`src/rtl/uc_mc_pkg.sv`:
```
`default_nettype none
// ============================================================================
// Module      : uc_mc_pkg
// Description : Shared types and constants for the multicycle MIPS control
//               unit: state encoding, opcodes, ALU and mux select codes, and
//               the DECODE dispatch function. The BRANCH_NE dispatch is only
//               compiled when UC_BNE_EN is defined.
// Revision    : 1.0 - initial release
// ============================================================================
package uc_mc_pkg;

    localparam int OPC_W = 6;

    typedef enum logic [3:0] {
        S_RESET     = 4'd0,
        S_FETCH     = 4'd1,
        S_DECODE    = 4'd2,
        S_MEMADR    = 4'd3,
        S_MEMRD     = 4'd4,
        S_MEMWB     = 4'd5,
        S_MEMWR     = 4'd6,
        S_EXEC      = 4'd7,
        S_ALUWB     = 4'd8,
        S_ADDIEX    = 4'd9,
        S_ADDIWB    = 4'd10,
        S_BRANCH    = 4'd11,
        S_JUMP      = 4'd12,
        S_BRANCH_NE = 4'd13
    } uc_state_t;

    localparam logic [OPC_W-1:0] OP_RTYPE = 6'b000000;
    localparam logic [OPC_W-1:0] OP_LW    = 6'b100011;
    localparam logic [OPC_W-1:0] OP_SW    = 6'b101011;
    localparam logic [OPC_W-1:0] OP_BEQ   = 6'b000100;
    localparam logic [OPC_W-1:0] OP_BNE   = 6'b000101;
    localparam logic [OPC_W-1:0] OP_ADDI  = 6'b001000;
    localparam logic [OPC_W-1:0] OP_J     = 6'b000010;

    localparam logic [1:0] ALUOP_ADD   = 2'b00;
    localparam logic [1:0] ALUOP_SUB   = 2'b01;
    localparam logic [1:0] ALUOP_FUNCT = 2'b10;

    localparam logic [1:0] SRCB_REG    = 2'b00;
    localparam logic [1:0] SRCB_FOUR   = 2'b01;
    localparam logic [1:0] SRCB_IMM    = 2'b10;
    localparam logic [1:0] SRCB_BRANCH = 2'b11;

    localparam logic [1:0] PCSRC_ALU    = 2'b00;
    localparam logic [1:0] PCSRC_ALUOUT = 2'b01;
    localparam logic [1:0] PCSRC_JUMP   = 2'b10;

    // State following DECODE; S_FETCH means the opcode is undefined.
    function automatic uc_state_t decode_next(input logic [OPC_W-1:0] op);
        uc_state_t nxt;
        case (op)
            OP_RTYPE:     nxt = S_EXEC;
            OP_LW, OP_SW: nxt = S_MEMADR;
            OP_BEQ:       nxt = S_BRANCH;
            OP_ADDI:      nxt = S_ADDIEX;
            OP_J:         nxt = S_JUMP;
`ifdef UC_BNE_EN
            OP_BNE:       nxt = S_BRANCH_NE;
`endif
            default:      nxt = S_FETCH;
        endcase
        return nxt;
    endfunction

endpackage
`default_nettype wire

```
`src/rtl/uc_retire_counter.sv`:
```
`default_nettype none
// ============================================================================
// Module      : uc_retire_counter
// Description : Retired-instruction counter with enable and asynchronous
//               active-low clear; wraps modulo 2^CNT_W.
// Revision    : 1.0 - initial release
// ============================================================================
module uc_retire_counter #(
    parameter int CNT_W = 32
) (
    input  logic             clk,
    input  logic             rst_n,
    input  logic             i_en,
    output logic [CNT_W-1:0] o_count
);

    logic [CNT_W-1:0] r_count;

    // Count one per enabled edge; natural overflow gives the wrap.
    always_ff @(posedge clk or negedge rst_n) begin
        if (!rst_n) begin
            r_count <= '0;
        end else if (i_en) begin
            r_count <= r_count + CNT_W'(1);
        end
    end

    assign o_count = r_count;

endmodule
`default_nettype wire

```
`src/rtl/unidade_controle_multiciclo.sv`:
```
`default_nettype none
// ============================================================================
// Module      : unidade_controle_multiciclo
// Description : Moore FSM control unit for the multicycle MIPS datapath with
//               memory-ready stalls, illegal-opcode flag and retired
//               instruction counter. Define UC_BNE_EN to add bne support
//               (BRANCH_NE state and branchNe output).
// Revision    : 1.0 - initial release
// ============================================================================
module unidade_controle_multiciclo
    import uc_mc_pkg::*;
#(
    parameter int OPCODE_W = 6,
    parameter int CNT_W    = 32
) (
    input  logic                clk,
    input  logic                rst_n,
    input  logic [OPCODE_W-1:0] operacao,
    input  logic                mem_ready,
    output logic                pcWrite,
    output logic                pcWriteCond,
    output logic                iorD,
    output logic                memRead,
    output logic                memWrite,
    output logic                irWrite,
    output logic                memtoReg,
    output logic                regDst,
    output logic                regWrite,
    output logic                aluSrcA,
    output logic [1:0]          aluSrcB,
    output logic [1:0]          aluOp,
    output logic [1:0]          pcSource,
    output logic                illegal,
`ifdef UC_BNE_EN
    output logic                branchNe,
`endif
    output logic [CNT_W-1:0]    instr_count
);

    uc_state_t r_state;
    uc_state_t w_next;
    uc_state_t w_dec_next;
    logic      r_is_store;
    logic      w_retire;

    assign w_dec_next = decode_next(operacao);

    // State register; lw/sw choice is captured in DECODE so the opcode is
    // not needed again in MEMADR.
    always_ff @(posedge clk or negedge rst_n) begin
        if (!rst_n) begin
            r_state    <= S_RESET;
            r_is_store <= 1'b0;
        end else begin
            r_state <= w_next;
            if (r_state == S_DECODE) begin
                r_is_store <= (operacao == OP_SW);
            end
        end
    end

    // Next-state logic.
    always_comb begin
        w_next = S_FETCH;
        case (r_state)
            S_RESET:     w_next = S_FETCH;
            S_FETCH:     w_next = mem_ready ? S_DECODE : S_FETCH;
            S_DECODE:    w_next = w_dec_next;
            S_MEMADR:    w_next = r_is_store ? S_MEMWR : S_MEMRD;
            S_MEMRD:     w_next = mem_ready ? S_MEMWB : S_MEMRD;
            S_MEMWB:     w_next = S_FETCH;
            S_MEMWR:     w_next = mem_ready ? S_FETCH : S_MEMWR;
            S_EXEC:      w_next = S_ALUWB;
            S_ALUWB:     w_next = S_FETCH;
            S_ADDIEX:    w_next = S_ADDIWB;
            S_ADDIWB:    w_next = S_FETCH;
            S_BRANCH:    w_next = S_FETCH;
            S_JUMP:      w_next = S_FETCH;
`ifdef UC_BNE_EN
            S_BRANCH_NE: w_next = S_FETCH;
`endif
            default:     w_next = S_FETCH;
        endcase
    end

    // Moore outputs decoded from the state; only FETCH writes and the MEMWR
    // retire look at mem_ready.
    always_comb begin
        pcWrite     = 1'b0;
        pcWriteCond = 1'b0;
        iorD        = 1'b0;
        memRead     = 1'b0;
        memWrite    = 1'b0;
        irWrite     = 1'b0;
        memtoReg    = 1'b0;
        regDst      = 1'b0;
        regWrite    = 1'b0;
        aluSrcA     = 1'b0;
        aluSrcB     = SRCB_REG;
        aluOp       = ALUOP_ADD;
        pcSource    = PCSRC_ALU;
        illegal     = 1'b0;
        w_retire    = 1'b0;
`ifdef UC_BNE_EN
        branchNe    = 1'b0;
`endif
        case (r_state)
            S_FETCH: begin
                memRead = 1'b1;
                aluSrcB = SRCB_FOUR;
                irWrite = mem_ready;
                pcWrite = mem_ready;
            end
            S_DECODE: begin
                aluSrcB = SRCB_BRANCH;
                illegal = (w_dec_next == S_FETCH);
            end
            S_MEMADR, S_ADDIEX: begin
                aluSrcA = 1'b1;
                aluSrcB = SRCB_IMM;
            end
            S_MEMRD: begin
                iorD    = 1'b1;
                memRead = 1'b1;
            end
            S_MEMWB: begin
                regWrite = 1'b1;
                memtoReg = 1'b1;
                w_retire = 1'b1;
            end
            S_MEMWR: begin
                iorD     = 1'b1;
                memWrite = 1'b1;
                w_retire = mem_ready;
            end
            S_EXEC: begin
                aluSrcA = 1'b1;
                aluOp   = ALUOP_FUNCT;
            end
            S_ALUWB: begin
                regWrite = 1'b1;
                regDst   = 1'b1;
                w_retire = 1'b1;
            end
            S_ADDIWB: begin
                regWrite = 1'b1;
                w_retire = 1'b1;
            end
            S_BRANCH: begin
                aluSrcA     = 1'b1;
                aluOp       = ALUOP_SUB;
                pcWriteCond = 1'b1;
                pcSource    = PCSRC_ALUOUT;
                w_retire    = 1'b1;
            end
            S_JUMP: begin
                pcWrite  = 1'b1;
                pcSource = PCSRC_JUMP;
                w_retire = 1'b1;
            end
`ifdef UC_BNE_EN
            S_BRANCH_NE: begin
                aluSrcA     = 1'b1;
                aluOp       = ALUOP_SUB;
                pcWriteCond = 1'b1;
                pcSource    = PCSRC_ALUOUT;
                branchNe    = 1'b1;
                w_retire    = 1'b1;
            end
`endif
            default: begin
            end
        endcase
    end

    uc_retire_counter #(
        .CNT_W (CNT_W)
    ) u_retire_counter (
        .clk     (clk),
        .rst_n   (rst_n),
        .i_en    (w_retire),
        .o_count (instr_count)
    );

endmodule
`default_nettype wire
```
`config.mk`:
```
export PLATFORM = sky130hd
export DESIGN_NAME = unidade_controle_multiciclo
export DESIGN_NICKNAME = d
export VERILOG_FILES = /design/src/rtl/uc_mc_pkg.sv /design/src/rtl/uc_retire_counter.sv /design/src/rtl/unidade_controle_multiciclo.sv
export SDC_FILE = /design/constraint.sdc
export NUM_CORES = 1
export LEC_CHECK = 0
export ABC_AREA = 1
export CAP_MARGIN = 20
export CORE_AREA = 3 3 76 78
export CTS_CLUSTER_SIZE = 14
export DETAILED_ROUTE_END_ITERATION = 7
export DIE_AREA = 0 0 79 81
export HOLD_SLACK_MARGIN = 0.03
export PLACE_DENSITY_LB_ADDON = 0.25
export SYNTH_ARGS = -nofsm -noshare
export SYNTH_HDL_FRONTEND = slang
export SYNTH_SLANG_ARGS = --single-unit
```
`constraint.sdc`:
```
create_clock -name clk -period 2.1 [get_ports clk]
set_input_delay 0.525 -clock clk [delete_from_list [all_inputs] [get_ports clk]]
set_output_delay 0.525 -clock clk [all_outputs]
set_load 0.01 [all_outputs]
```
[Yosys cells after proc, flatten, opt, wreduce, memory -nomap -nowiden]
Index checks and enable logic that the tools add are counted.
Cells by class
  add/sub/neg operators: 1
  equal/unequal tests: 18
  mux-type cells: 21
  reductions and logical operators: 8
Operators by type and width (count)
  $add 32x1->32 const B: 1
  $pmux 4 s7: 1
  $eq 4x4->1 const B: 5
  $pmux 4 s5: 1
  $eq 4x3->1 const B: 4
  $eq 6x6->1 const B: 2
  $mux 1: 11
  $eq 4x1->1 const B: 2
  $eq 4x2->1 const B: 2
  $pmux 2 s2: 2
  $reduce_or 2->1: 4
  $eq 6x2->1 const B: 1
  $eq 6x3->1 const B: 1
  $eq 6x4->1 const B: 1
  $logic_not 6->1: 1
  $pmux 2 s3: 1
  $reduce_or 5->1: 1
  $mux 2: 2
  $pmux 1 s2: 2
  $reduce_or 4->1: 1
  $mux 3: 1
  $reduce_or 3->1: 1
Word-level totals
  flip-flop bits (word level): 37
  input port bits: 9
  output and inout port bits: 49
  word-level logic and storage cells: 51

[Logic depth before layout (Yosys ltp)]
Gate-level depths: netlist of run 1.
  depth after elaboration: 5
  mapped depth: 10
  gate-level depth less buffers: 10

[Cells and area by module]
Synthesis of run 1 repeated with hierarchy kept, for this count alone.
Unflattened totals
  cells, all modules: 326
  area, all modules: 2306.0 sq um
Modules (own cells, without submodules)
  uc_retire_counter: times used 1, cells an instance 229, area an instance 1761.7 sq um, sequential area each 800.8 sq um
  unidade_controle_multiciclo: times used 1, cells an instance 97, area an instance 544.3 sq um, sequential area each 125.1 sq um

[Worst setup path after synthesis of run 1]
No wires, ideal clock.
  path kind: register to output
  start point: reg r_state[3]
  end point: out illegal
  arrival time: 1.299 ns
  required time: 1.575 ns
  setup slack: 0.276 ns
  stages on the path, launching flop included: 6
  buffers on the path: 0
  path through: dfrtp_1 > nor2_1 > nand2_1 > nor2_1 > nand2_1 > nor3_1
On the way
  cells in the longest elaborated chain, start to end: 2
Ends and longest elaborated chain
  from (decl): line unidade_controle_multiciclo.sv:40  | uc_state_t r_state;
  from (signal assigned): line unidade_controle_multiciclo.sv:55  | r_state <= w_next;
  $eq 4x2->1: line unidade_controle_multiciclo.sv:107  | case (r_state)
  $mux 1: line unidade_controle_multiciclo.sv:107
  to (decl): line unidade_controle_multiciclo.sv:33  | output logic illegal,
No other way between the ends.

[Worst setup path in the final report of run 1]
  start point: in operacao[2]
  end point: out illegal
On the way
  cells in the longest elaborated chain, start to end: 5
  elaborated cells on any way between the ends: 10
  those cells by class: eq/ne (6); mux (2); reduce/logical (2)
Ends and longest elaborated chain
  from (decl): line unidade_controle_multiciclo.sv:18  | input logic [OPCODE_W-1:0] operacao,
  $eq 6x6->1: line uc_mc_pkg.sv:55  | case (op)
  $reduce_or 2->1: line uc_mc_pkg.sv:55
  $pmux 4 s5 (*): line uc_mc_pkg.sv:55
  $eq 4x1->1 (*): line unidade_controle_multiciclo.sv:116  | illegal = (w_dec_next == S_FETCH);
  $mux 1 (*): line unidade_controle_multiciclo.sv:107
Every way passes the cells marked *; elsewhere a longest branch is shown, timed or not.

==> results by group, run 1 <==
Clock network
  – Sink Count: 37
  – Post-CTS Setup Bufs: 0
  – Worst-skew pair later-pin latency: 280 ps
  – Total CTS buffers: 5
  – Root buf cell: clkbuf_8
  – CTS Buffer Depth: 2
  – CTS tree: yes
  – Reg clk slew, reported paths: 70 ps
  – Hold-fix buffers, CTS: 0
  – Htree depth: 2

Place
  – Placer congestion estimate: 0.947
  – Port Buf Inserts: 57
  – Post-DP Area: 3300 µm²
  – Detailed Place HPWL: 5.33 mm
  – Placed Instances: 550

Yosys
  – Netlist cell types: 25
  – Yosys reg bits: 37
  – Syn Inst Count: 415
  – Syn_area_per_cell: 6.20 µm²
  – Mapped cell area: 2570 µm²
  – Register area share after synthesis: 36.0%
  – YS warnings: 0
  – Post-Syn Nets: 425

Detailed routing
  – Total number of vias: 2750
  – Drt first pass iters: 5
  – Routed WL: 6.74 mm
  – 1st-iter DRT viols: 174
  – Vias per cell: 4.93
  – Wire per inst: 12.1 µm
  – DRC: 0
  – Routed Antenna Nets: 0

Power and ir drop
  – Leakage: 1.66 nW
  – Cell area power density: 745 nW/µm²
  – Peak VDD IR: 0.000777 V
  – Total power: 0.00253 W

Min path
  – HP Class: input port to asynchronous set/reset pin

Flow run
  – Max Cap Viol: 0

Critical path
  – Crit path launch: operacao[2]
  – CP Class: input port to primary output
  – Maximum fanout along the worst path: 5
  – Arr. time, crit path: 1620 ps
  – CP startpoint kind: input port
  – Critical Path End Type: primary output
  – CP Data Required Time: 1570 ps
  – Reg2reg start: u_retire_counter.o_count[0]

GRT
  – Vias in the first global route: 2604
  – GR Util All Layers: 22.3%
  – Initial antenna violation count: 0
  – Pin count of the biggest net entering global routing: 38
  – GRT overflow: 0
  – First-pass GRT wire length: 11.5 mm

STA
  – Hold Fails Final Rpt: 0
  – Final min period: 2150 ps
  – Slew Limit Fails: 0
  – F_max: 466 MHz
  – Final setup violating endpoints: 1
  – Clock Skew: 5.88 ps
  – RSZ-0062 raised after global routing: yes
  – Hold WS: 283 ps
  – Relative slew slack: 68.5%
  – Setup TNS: -47.0 ps
  – Setup WS post-layout: -47.0 ps
  – Tightest Pin Transition: 473 ps
  – Tcrit/Tclk final: 102%

Cells and area
  – Inserted Diodes: 0
  – Share of cells above drive strength 1: 10.2%
  – NumNets Final: 497
  – P&R area growth vs syn: 31.9%
  – Design Area, Final: 3400 µm²
  – Non-filler cells, final: 558

Floorplan
  – DIE AREA: 6400 µm²
  – Placeable core area: 5140 µm²
  – I/O pins: 58
  – Die extent in x: 79 µm
  – Row Count: 26
  – Die Ht: 81 µm
  – Starting density of the core: 50.1%

Run status
  – Outcome: finished with violations
  – Failing checks: negative setup slack
==> report_power, final <==
group	internal (W)	switching (W)
registers	0.000796	0.0000987
logic	0.000489	0.000671
clock network	0.000236	0.000239
==> per-stage QoR <==
stage	setup slack (ps)	utilization, %
after floorplan	276	-
after global placement	-505	64.2
after detailed placement	-545	64.2
after CTS	-184	65.6
after global routing	-117	66.1
final	-47.0	66.1
==> metal layers <==
metal	up-vias	part of all wire [%]	track usage, %
met3	4	5.3	3.88
met1	1252	46	28.9
li1	1420	-	-
met2	74	48	39.4
met4	0	0.42	4.47
met5	-	0	0
==> critical path, cell delays in order <==
cell and delay, ps:
clkdlybuf4s50_1 450, inv_1 70, nand4_1 130, nand2_1 120, nor3_2 180, buf_2 150
==> sequential cells by signal (all words and copies together) (netlist names) <==
signal / count
r_state: 4
r_is_store: 1
u_retire_counter.o_count: 32
==> kinds of logic after synthesis <==
kind of cell               Yosys count  synth area share, %
and+or+nand+nor                    295                 46.6
buffers and inverters               55                 9.67
DFF                                 37                 36.0
AOI/OAI and AO/OA                   16                 3.26
xor gates and xnor gates            11                 4.04
adders and majority gates            1                0.486
==> area by class of cell <==
type | count | area (µm²)
repair buffers | 73 | 683
flip-flops and latches | 37 | 927
clock buffers | 8 | 80.1
multi-input cells | 323 | 1440
well taps | 70 | 87.6
inverters | 47 | 176
fillers | 507 | 1740
==> repair_timing <==
| action | in CTS | in global routing |
|---|---|---|
| pin swaps | 2 | 5 |
| resized for setup | 27 | 20 |
| setup endpoints to repair | 17 | 9 |
==> cell usage in the layout, fill, tap and decap left out <==
cell type	Yosys	routed
nor2_1	78	72
nand4_1	12	12
buf_12	0	2
nor2_4	0	1
or2_2	1	1
xor2_1	9	9
dfrtp_1	37	36
o21ai_1	10	10
nor3_2	0	2
a21oi_1	1	1
nand3_1	19	19
buf_4	3	14
dlygate4sd2_1	0	12
clkbuf_1	0	3
nand2_2	1	4
clkdlybuf4s50_1	0	34
nand2_1	174	171
inv_1	46	46
nand3b_1	1	1
nand3_2	2	2
nor2_2	4	9
nor3b_2	0	1
buf_2	1	2
clkbuf_8	0	5
dlymetal6s2s_1	0	5
xnor2_1	1	1
inv_2	1	1
dfrtp_2	0	1
xor2_2	1	1
o21ai_0	4	4
clkbuf_2	0	4
ha_1	1	1
o2111ai_1	1	1
==> final timing paths <==
path,to,slack [ps],cells past startpoint
max reg2reg,u_retire_counter.o_count[30],370,10
max in group asynchronous,r_state[0],1460,2
min,u_retire_counter.o_count[3],280,2
max,illegal,-50,6
min reg2reg,u_retire_counter.o_count[31],540,2
min in group clk,u_retire_counter.o_count[31],540,2
==> Yosys cell counts (all sizes together) <==
library cell / n / area, µm²
ha: 1 / 12.5
a21oi: 1 / 5.00
buf: 8 / 72.6
xnor2: 1 / 8.76
xor2: 10 / 95.1
nand3b: 1 / 7.51
inv: 47 / 176
or2: 1 / 6.26
dfrtp: 37 / 926
nand3: 21 / 115
nor3b: 1 / 7.51
nand2: 175 / 659
o21ai: 14 / 70.1
nand4: 12 / 75.1
o2111ai: 1 / 8.76
nor3: 2 / 10.0
nor2: 82 / 318
Note: power is estimated with default switching activity, not from simulation.
==> inputs of run 2 (changes only) <==
--- a/config.mk
+++ b/config.mk
@@ -5,14 +5,14 @@
 export SDC_FILE = /design/constraint.sdc
 export NUM_CORES = 1
 export LEC_CHECK = 0
-export ABC_AREA = 1
 export CAP_MARGIN = 20
-export CORE_AREA = 3 3 76 78
+export CORE_AREA = 3 3 71 73
 export CTS_CLUSTER_SIZE = 14
 export DETAILED_ROUTE_END_ITERATION = 7
-export DIE_AREA = 0 0 79 81
+export DIE_AREA = 0 0 74 76
 export HOLD_SLACK_MARGIN = 0.03
 export PLACE_DENSITY_LB_ADDON = 0.25
+export SLEW_MARGIN = 20
 export SYNTH_ARGS = -nofsm -noshare
 export SYNTH_HDL_FRONTEND = slang
 export SYNTH_SLANG_ARGS = --single-unit
==> run 2 against run 1 <==
Net effect:
- the flow now finishes without violations
- hold slack better by 180 ps
- die area is 12% lower
- critical path depth stayed put
- non-clock buffer count is 19 higher
- global-route usage is 3.4 points lower
- area after synthesis is 16% lower
- sequential share of layout area is 2.9 points higher
- combinational power is 5% higher
- wire length is 21% lower
- total power is 4.0% higher
- via count is 31% lower
- clock skew is 0.92 ps higher
==> results by group, run 2 <==
Detailed routing
  – Total number of vias: 1900
  – 1st-iter DRT viols: 124
  – DRC: 0
  – Met3 WL post-DR: 270 µm
  – Drt first pass iters: 4
  – Met2 wire length: 2.68 mm
  – Vias per cell: 5.31
  – DR top layer: met4
  – Routed WL: 5.30 mm
  – Wl on met1: 2.28 mm
  – Wire per inst: 14.8 µm
  – Routed Antenna Nets: 0

Yosys
  – Mapped cell area: 2150 µm²
  – YS warnings: 0
  – Area leader, netlist: dfrtp_1
  – Syn_area_per_cell: 9.84 µm²
  – Post-Syn Nets: 229
  – Synth top area cells: dfrtp_1, xor2_1, xnor2_1, nand4_1, nor4_2
  – Most frequent cell after synthesis: dfrtp_1
  – Register area share after synthesis: 43.0%
  – Yosys reg bits: 37
  – Commonest cells post-synth: dfrtp_1, xor2_1, nand2_1, nor2_1, xnor2_1
  – Netlist cell types: 44
  – Yosys top cell area share: 43.0%
  – EDFF count, synth: 0
  – Syn Inst Count: 219
  – Async set-reset flop share out of synthesis: 100%
  – Top_reg_cell synth: dfrtp_1

Power and ir drop
  – Total power: 0.00263 W
  – Leakage: 1.45 nW
  – Peak VDD IR: 0.000784 V
  – Cell area power density: 856 nW/µm²

Clock network
  – Htree depth: 2
  – Worst-skew pair later-pin latency: 290 ps
  – Sink Count: 37
  – Root buf cell: clkbuf_8
  – CTS tree: yes
  – CTS Buffer Depth: 2
  – Reg clk slew, reported paths: 70 ps
  – Hold-fix buffers, CTS: 0
  – Total CTS buffers: 5

Critical path
  – CP Data Required Time: 1570 ps
  – CP Class: input port to primary output
  – CP startpoint kind: input port
  – Maximum fanout along the worst path: 2
  – Critical Path End Type: primary output
  – Arr. time, crit path: 1550 ps
  – R2r setup slk: 180 ps

Floorplan
  – Row Count: 24
  – DIE AREA: 5620 µm²
  – Starting density of the core: 48.8%
  – Placeable core area: 4410 µm²
  – Die extent in x: 74 µm
  – I/O pins: 58
  – Die Ht: 76 µm

Place
  – Detailed Place HPWL: 3.81 mm
  – Post-DP Area: 2940 µm²
  – Placer congestion estimate: 0.846
  – Place WS: -624 ps
  – Port Buf Inserts: 57

Cells and area
  – Most common cell after layout, fill and taps aside: dfrtp_1
  – Share of cells above drive strength 1: 27.5%
  – Area occupied by multi-input gates: 1180 µm²
  – Number of flip-flops under the largest register name: 32
  – P&R area growth vs syn: 42.7%
  – Design Area, Final: 3070 µm²
  – Register area: 927 µm²
  – Inserted Diodes: 0
  – NumNets Final: 315
  – Commonest non-fill, non-tap cells in the layout: dfrtp_1, buf_4, clkdlybuf4s50_1
  – Filler cell count: 367

STA
  – Clock Skew: 6.80 ps
  – Tcrit/Tclk final: 98.6%
  – Hold Fails Final Rpt: 0
  – Tightest Pin Transition: 457 ps
  – Setup WS post-layout: 29.5 ps
  – Final min period: 2070 ps
  – Final setup violating endpoints: 0
  – F_max: 483 MHz
  – Setup TNS: 0 ps
  – Slew Limit Fails: 0
  – Relative slew slack: 69.5%

Flow run
  – Max Cap Viol: 0

Run status
  – Outcome: completed

Min path
  – HP Class: register to register

GRT
  – Initial antenna violation count: 0
  – Pin count of the biggest net entering global routing: 38
  – Vias in the first global route: 1826
  – First-pass GRT wire length: 8.49 mm
  – GRT overflow: 0
  – GR Util All Layers: 18.9%
## run 2: stage by stage
step / hold slack (ps) / std cells / util, %
6_report: 464 / 358 / 69.6
5_1_grt: 479 / 358 / 69.6
4_1_cts: 472 / 358 / 68.9
3_5_place_dp: 462 / 347 / 66.6
3_3_place_gp: 456 / 347 / 66.6
2_1_floorplan: 229 / 219 / -
## run 2: cell type report
type                       count  area share, %
timing repair buffer          92           25.8
clock inverter                 2          0.326
multi-input combinational    163           38.5
tap                           52           2.12
inverter                       6          0.814
sequential                    37           30.2
clock buffer                   6           2.36
## run 2: cells by family after synthesis
group	Yosys count	share of synthesized area, %
AO/OA/AOI/OAI	21	6.39
XOR/XNOR	35	14.2
buffers and inverters	19	5.17
flip-flops	37	43.0
multiplexers	1	0.523
AND/OR/NAND/NOR	105	30.1
adder cells (fa/ha/maj)	1	0.581
## run 2: per-layer routing
metal	global-route usage [%]	up-vias
met3	4.75	6
met4	7.25	0
met2	30.0	51
met5	0	-
li1	-	937
met1	24.4	906
## run 2: worst max-delay path: stages
cell	delay, ps
buf_2	100
buf_4	120
or3_4	400
nor3_4	190
nor3_2	70
buf_2	140
## run 2: timing repair
item                       4_1_cts  5_1_grt
gates resized for setup         39       23
buffers inserted                 3        0
pin swaps                        6        3
setup endpoints to repair       17       14
## run 2: worst paths after layout
| check | start | end | cells after the start |
|---|---|---|---|
| max | operacao[0] | illegal | 6 |
| min | u_retire_counter.o_count[31] | u_retire_counter.o_count[31] | 1 |
| max reg2reg | r_state[3] | u_retire_counter.o_count[25] | 7 |
| min reg2reg | u_retire_counter.o_count[31] | u_retire_counter.o_count[31] | 1 |
| max in group asynchronous | rst_n | r_state[1] | 2 |
| min in group asynchronous | rst_n | u_retire_counter.o_count[24] | 2 |
## run 2: where the power goes
group	internal, W	switching [W]	total [W]
clock network	0.000230	0.000244	0.000474
registers	0.000803	0.000134	0.000937
logic	0.000634	0.000586	0.00122
total	0.00167	0.000964	0.00263
==> inputs of run 3 (changes only) <==
--- a/config.mk
+++ b/config.mk
@@ -6,13 +6,14 @@
 export NUM_CORES = 1
 export LEC_CHECK = 0
 export CAP_MARGIN = 20
-export CORE_AREA = 3 3 71 73
+export CORE_AREA = 3 3 69 71
 export CTS_CLUSTER_SIZE = 14
 export DETAILED_ROUTE_END_ITERATION = 7
-export DIE_AREA = 0 0 74 76
+export DIE_AREA = 0 0 72 74
 export HOLD_SLACK_MARGIN = 0.03
 export PLACE_DENSITY_LB_ADDON = 0.25
 export SLEW_MARGIN = 20
 export SYNTH_ARGS = -nofsm -noshare
 export SYNTH_HDL_FRONTEND = slang
+export SYNTH_HIERARCHICAL = 1
 export SYNTH_SLANG_ARGS = --single-unit
==> run 3 against run 2 <==
Net effect:
- the flow now finishes with violations (negative setup slack)
- wire length fell by 8.5%
- clock power rose by 14%
- sequential share of layout area rose by 0.61 points
- maximum frequency fell by 1.5%
- clock skew fell by 0.74 ps
- highest routed layer unchanged
==> results by group, run 3 <==
Yosys
  – Syn_area_per_cell: 9.98 µm²
  – YS warnings: 6
  – Top_reg_cell synth: dfrtp_1
  – Post-Syn Nets: 208
  – Commonest cells post-synth: dfrtp_1, xnor2_1, nand2_1
  – Netlist cell types: 40
  – Syn Inst Count: 198
  – Synth top area cells: dfrtp_1, xnor2_1, xor2_1, nand4_1, nand2_1
  – Yosys top cell area share: 46.9%
  – Mux contribution to synthesized area: 0.570%
  – Complex-gate fraction of the synthesized area: 6.78%
  – Largest family of logic cells by synthesized area: simple AND/OR/NAND/NOR gates
  – Xor and xnor area share after synthesis: 14.6%
  – Register area share after synthesis: 46.9%
  – Async set-reset flop share out of synthesis: 100%
  – Most frequent cell after synthesis: dfrtp_1
  – EDFF count, synth: 0
  – Area leader, netlist: dfrtp_1
  – Mapped cell area: 1980 µm²
  – Synth Area in Adders: 0.633%
  – Post-Synth Simple-Gate Area: 27.7%
  – Yosys reg bits: 37

Critical path
  – Critical Path End Type: register
  – Maximum fanout along the worst path: 5
  – CP Class: register to register
  – Critical Path Max Stage Delay: 480 ps
  – Worst Path Buf+Inv: 0
  – CP startpoint kind: register
  – Arr. time, crit path: 2310 ps
  – Crit-path leading delay family: simple AND/OR/NAND/NOR gates
  – Critical path, cell by cell: or2b_1 -> nor2_2 -> a311o_2 -> nand4_4 -> or4_4 -> nor3b_4 -> xor2_1
  – CP Data Required Time: 2310 ps
  – Crit-path slowest cell: or4_4

Detailed routing
  – Routed Antenna Nets: 0
  – Vias per cell: 5.29
  – DRC: 0
  – Wire per inst: 14.0 µm
  – Total number of vias: 1824
  – Routed WL: 4.85 mm
  – 1st-iter DRT viols: 113
  – Drt first pass iters: 4

GRT
  – Vias in the first global route: 1700
  – GRT overflow: 0
  – Initial antenna violation count: 0
  – GR Util All Layers: 18.9%
  – First-pass GRT wire length: 7.89 mm
  – Pin count of the biggest net entering global routing: 38

Place
  – Placer congestion estimate: 0.880
  – Port Buf Inserts: 57
  – Placed Instances: 333
  – Post-DP Area: 2840 µm²
  – Detailed Place HPWL: 3.48 mm

STA
  – Hold Fails Final Rpt: 0
  – Hold WS: 270 ps
  – Clock Skew: 6.06 ps
  – Final setup violating endpoints: 1
  – Slew Limit Fails: 0
  – Setup WS post-layout: -1.39 ps
  – Tcrit/Tclk final: 100%
  – RSZ-0062 raised after global routing: yes
  – Relative slew slack: 69.1%
  – Final min period: 2100 ps
  – F_max: 476 MHz
  – Tightest Pin Transition: 462 ps

Clock network
  – Root buf cell: clkbuf_8
  – Reg clk slew, reported paths: 70 ps
  – Total CTS buffers: 5
  – Htree depth: 2
  – Worst-skew pair later-pin latency: 290 ps
  – Sink Count: 37
  – CTS Buffer Depth: 2
  – CTS tree: yes

Power and ir drop
  – Cell area power density: 893 nW/µm²
  – Total power: 0.00270 W
  – Peak VDD IR: 0.000686 V
  – Leakage: 1.43 nW

Cells and area
  – P&R area growth vs syn: 52.9%
  – Commonest non-fill, non-tap cells in the layout: buf_4, dfrtp_1, clkdlybuf4s50_1
  – Filler cell count: 336
  – Share of cells above drive strength 1: 28.7%
  – Util after Layout: 70.4%
  – Number of flip-flops under the largest register name: 32
  – Inserted Diodes: 0
  – Register area: 930 µm²
  – Design Area, Final: 3020 µm²
  – Area occupied by multi-input gates: 1110 µm²
  – Non-filler cells, final: 345
  – Most common cell after layout, fill and taps aside: buf_4
  – NumNets Final: 302

Flow run
  – Max Cap Viol: 0

Floorplan
  – Starting density of the core: 46.0%
  – Placeable core area: 4290 µm²
  – Die extent in x: 72 µm
  – Row Count: 24
  – DIE AREA: 5330 µm²
  – I/O pins: 58
  – Die Ht: 74 µm

Run status
  – Outcome: finished with violations
  – Failing checks: negative setup slack

Min path
  – HP Class: input port to asynchronous set/reset pin
## run 3: worst paths after layout
path | from | endpoint | slack, ps | cells past startpoint
setup / recovery | r_state[3] | u_retire_counter/o_count[19] | -1 | 7
hold / removal | rst_n | u_retire_counter/o_count[7] | 270 | 2
setup reg to reg | r_state[3] | u_retire_counter/o_count[19] | -1 | 7
hold reg to reg | u_retire_counter/o_count[31] | u_retire_counter/o_count[31] | 480 | 1
max in group asynchronous | rst_n | r_state[3] | 1480 | 2
min in group clk | u_retire_counter/o_count[31] | u_retire_counter/o_count[31] | 480 | 1
## run 3: what timing repair did
| item | in CTS | in global routing |
|---|---|---|
| hold endpoints to repair | 0 | 0 |
| endpoints found under the setup margin | 39 | 34 |
| resized for setup | 34 | 31 |
| hold buffers | 0 | 0 |
| pin swaps | 3 | 6 |
| buffers inserted | 1 | 3 |
## run 3: cell families after synthesis
family	Yosys count
muxes	1
buffers and inverters	10
DFF	37
adders and majority gates	1
and+or+nand+nor	96
xor gates and xnor gates	33
AOI/OAI and AO/OA	20
## run 3: area by class of cell
type                    count  area share, %
clock buffers               7           3.19
clock inverters             1          0.166
inverters                   4          0.497
multi-input cells         151           36.8
flip-flops and latches     37           30.8
well taps                  52           2.15
repair buffers             93           26.5
## run 3: routing by layer
metal  up-vias  track usage, %  share of wire, %
met5         -               0                 0
met2        49            27.1                45
met1       877            28.5                50
met3         4            5.68               4.4
li1        894               -                 -
met4         0            3.76              0.85
## run 3: report_power, final
part / switching (W) / leakage [nW] / internal, W
combinational: 0.000584 / 0.887 / 0.000608
sequential: 0.000150 / 0.490 / 0.000816
clock: 0.000243 / 0.0542 / 0.000296
total: 0.000977 / 1.43 / 0.00172
## run 3: stage by stage
stage               setup TNS (ps)  worst slack [ps]
floorplan                    -75.1             -48.9
global placement             -8860              -393
detailed placement          -10460              -480
CTS                           -306              -159
global route                  -790             -95.4
finish                       -1.39             -1.39
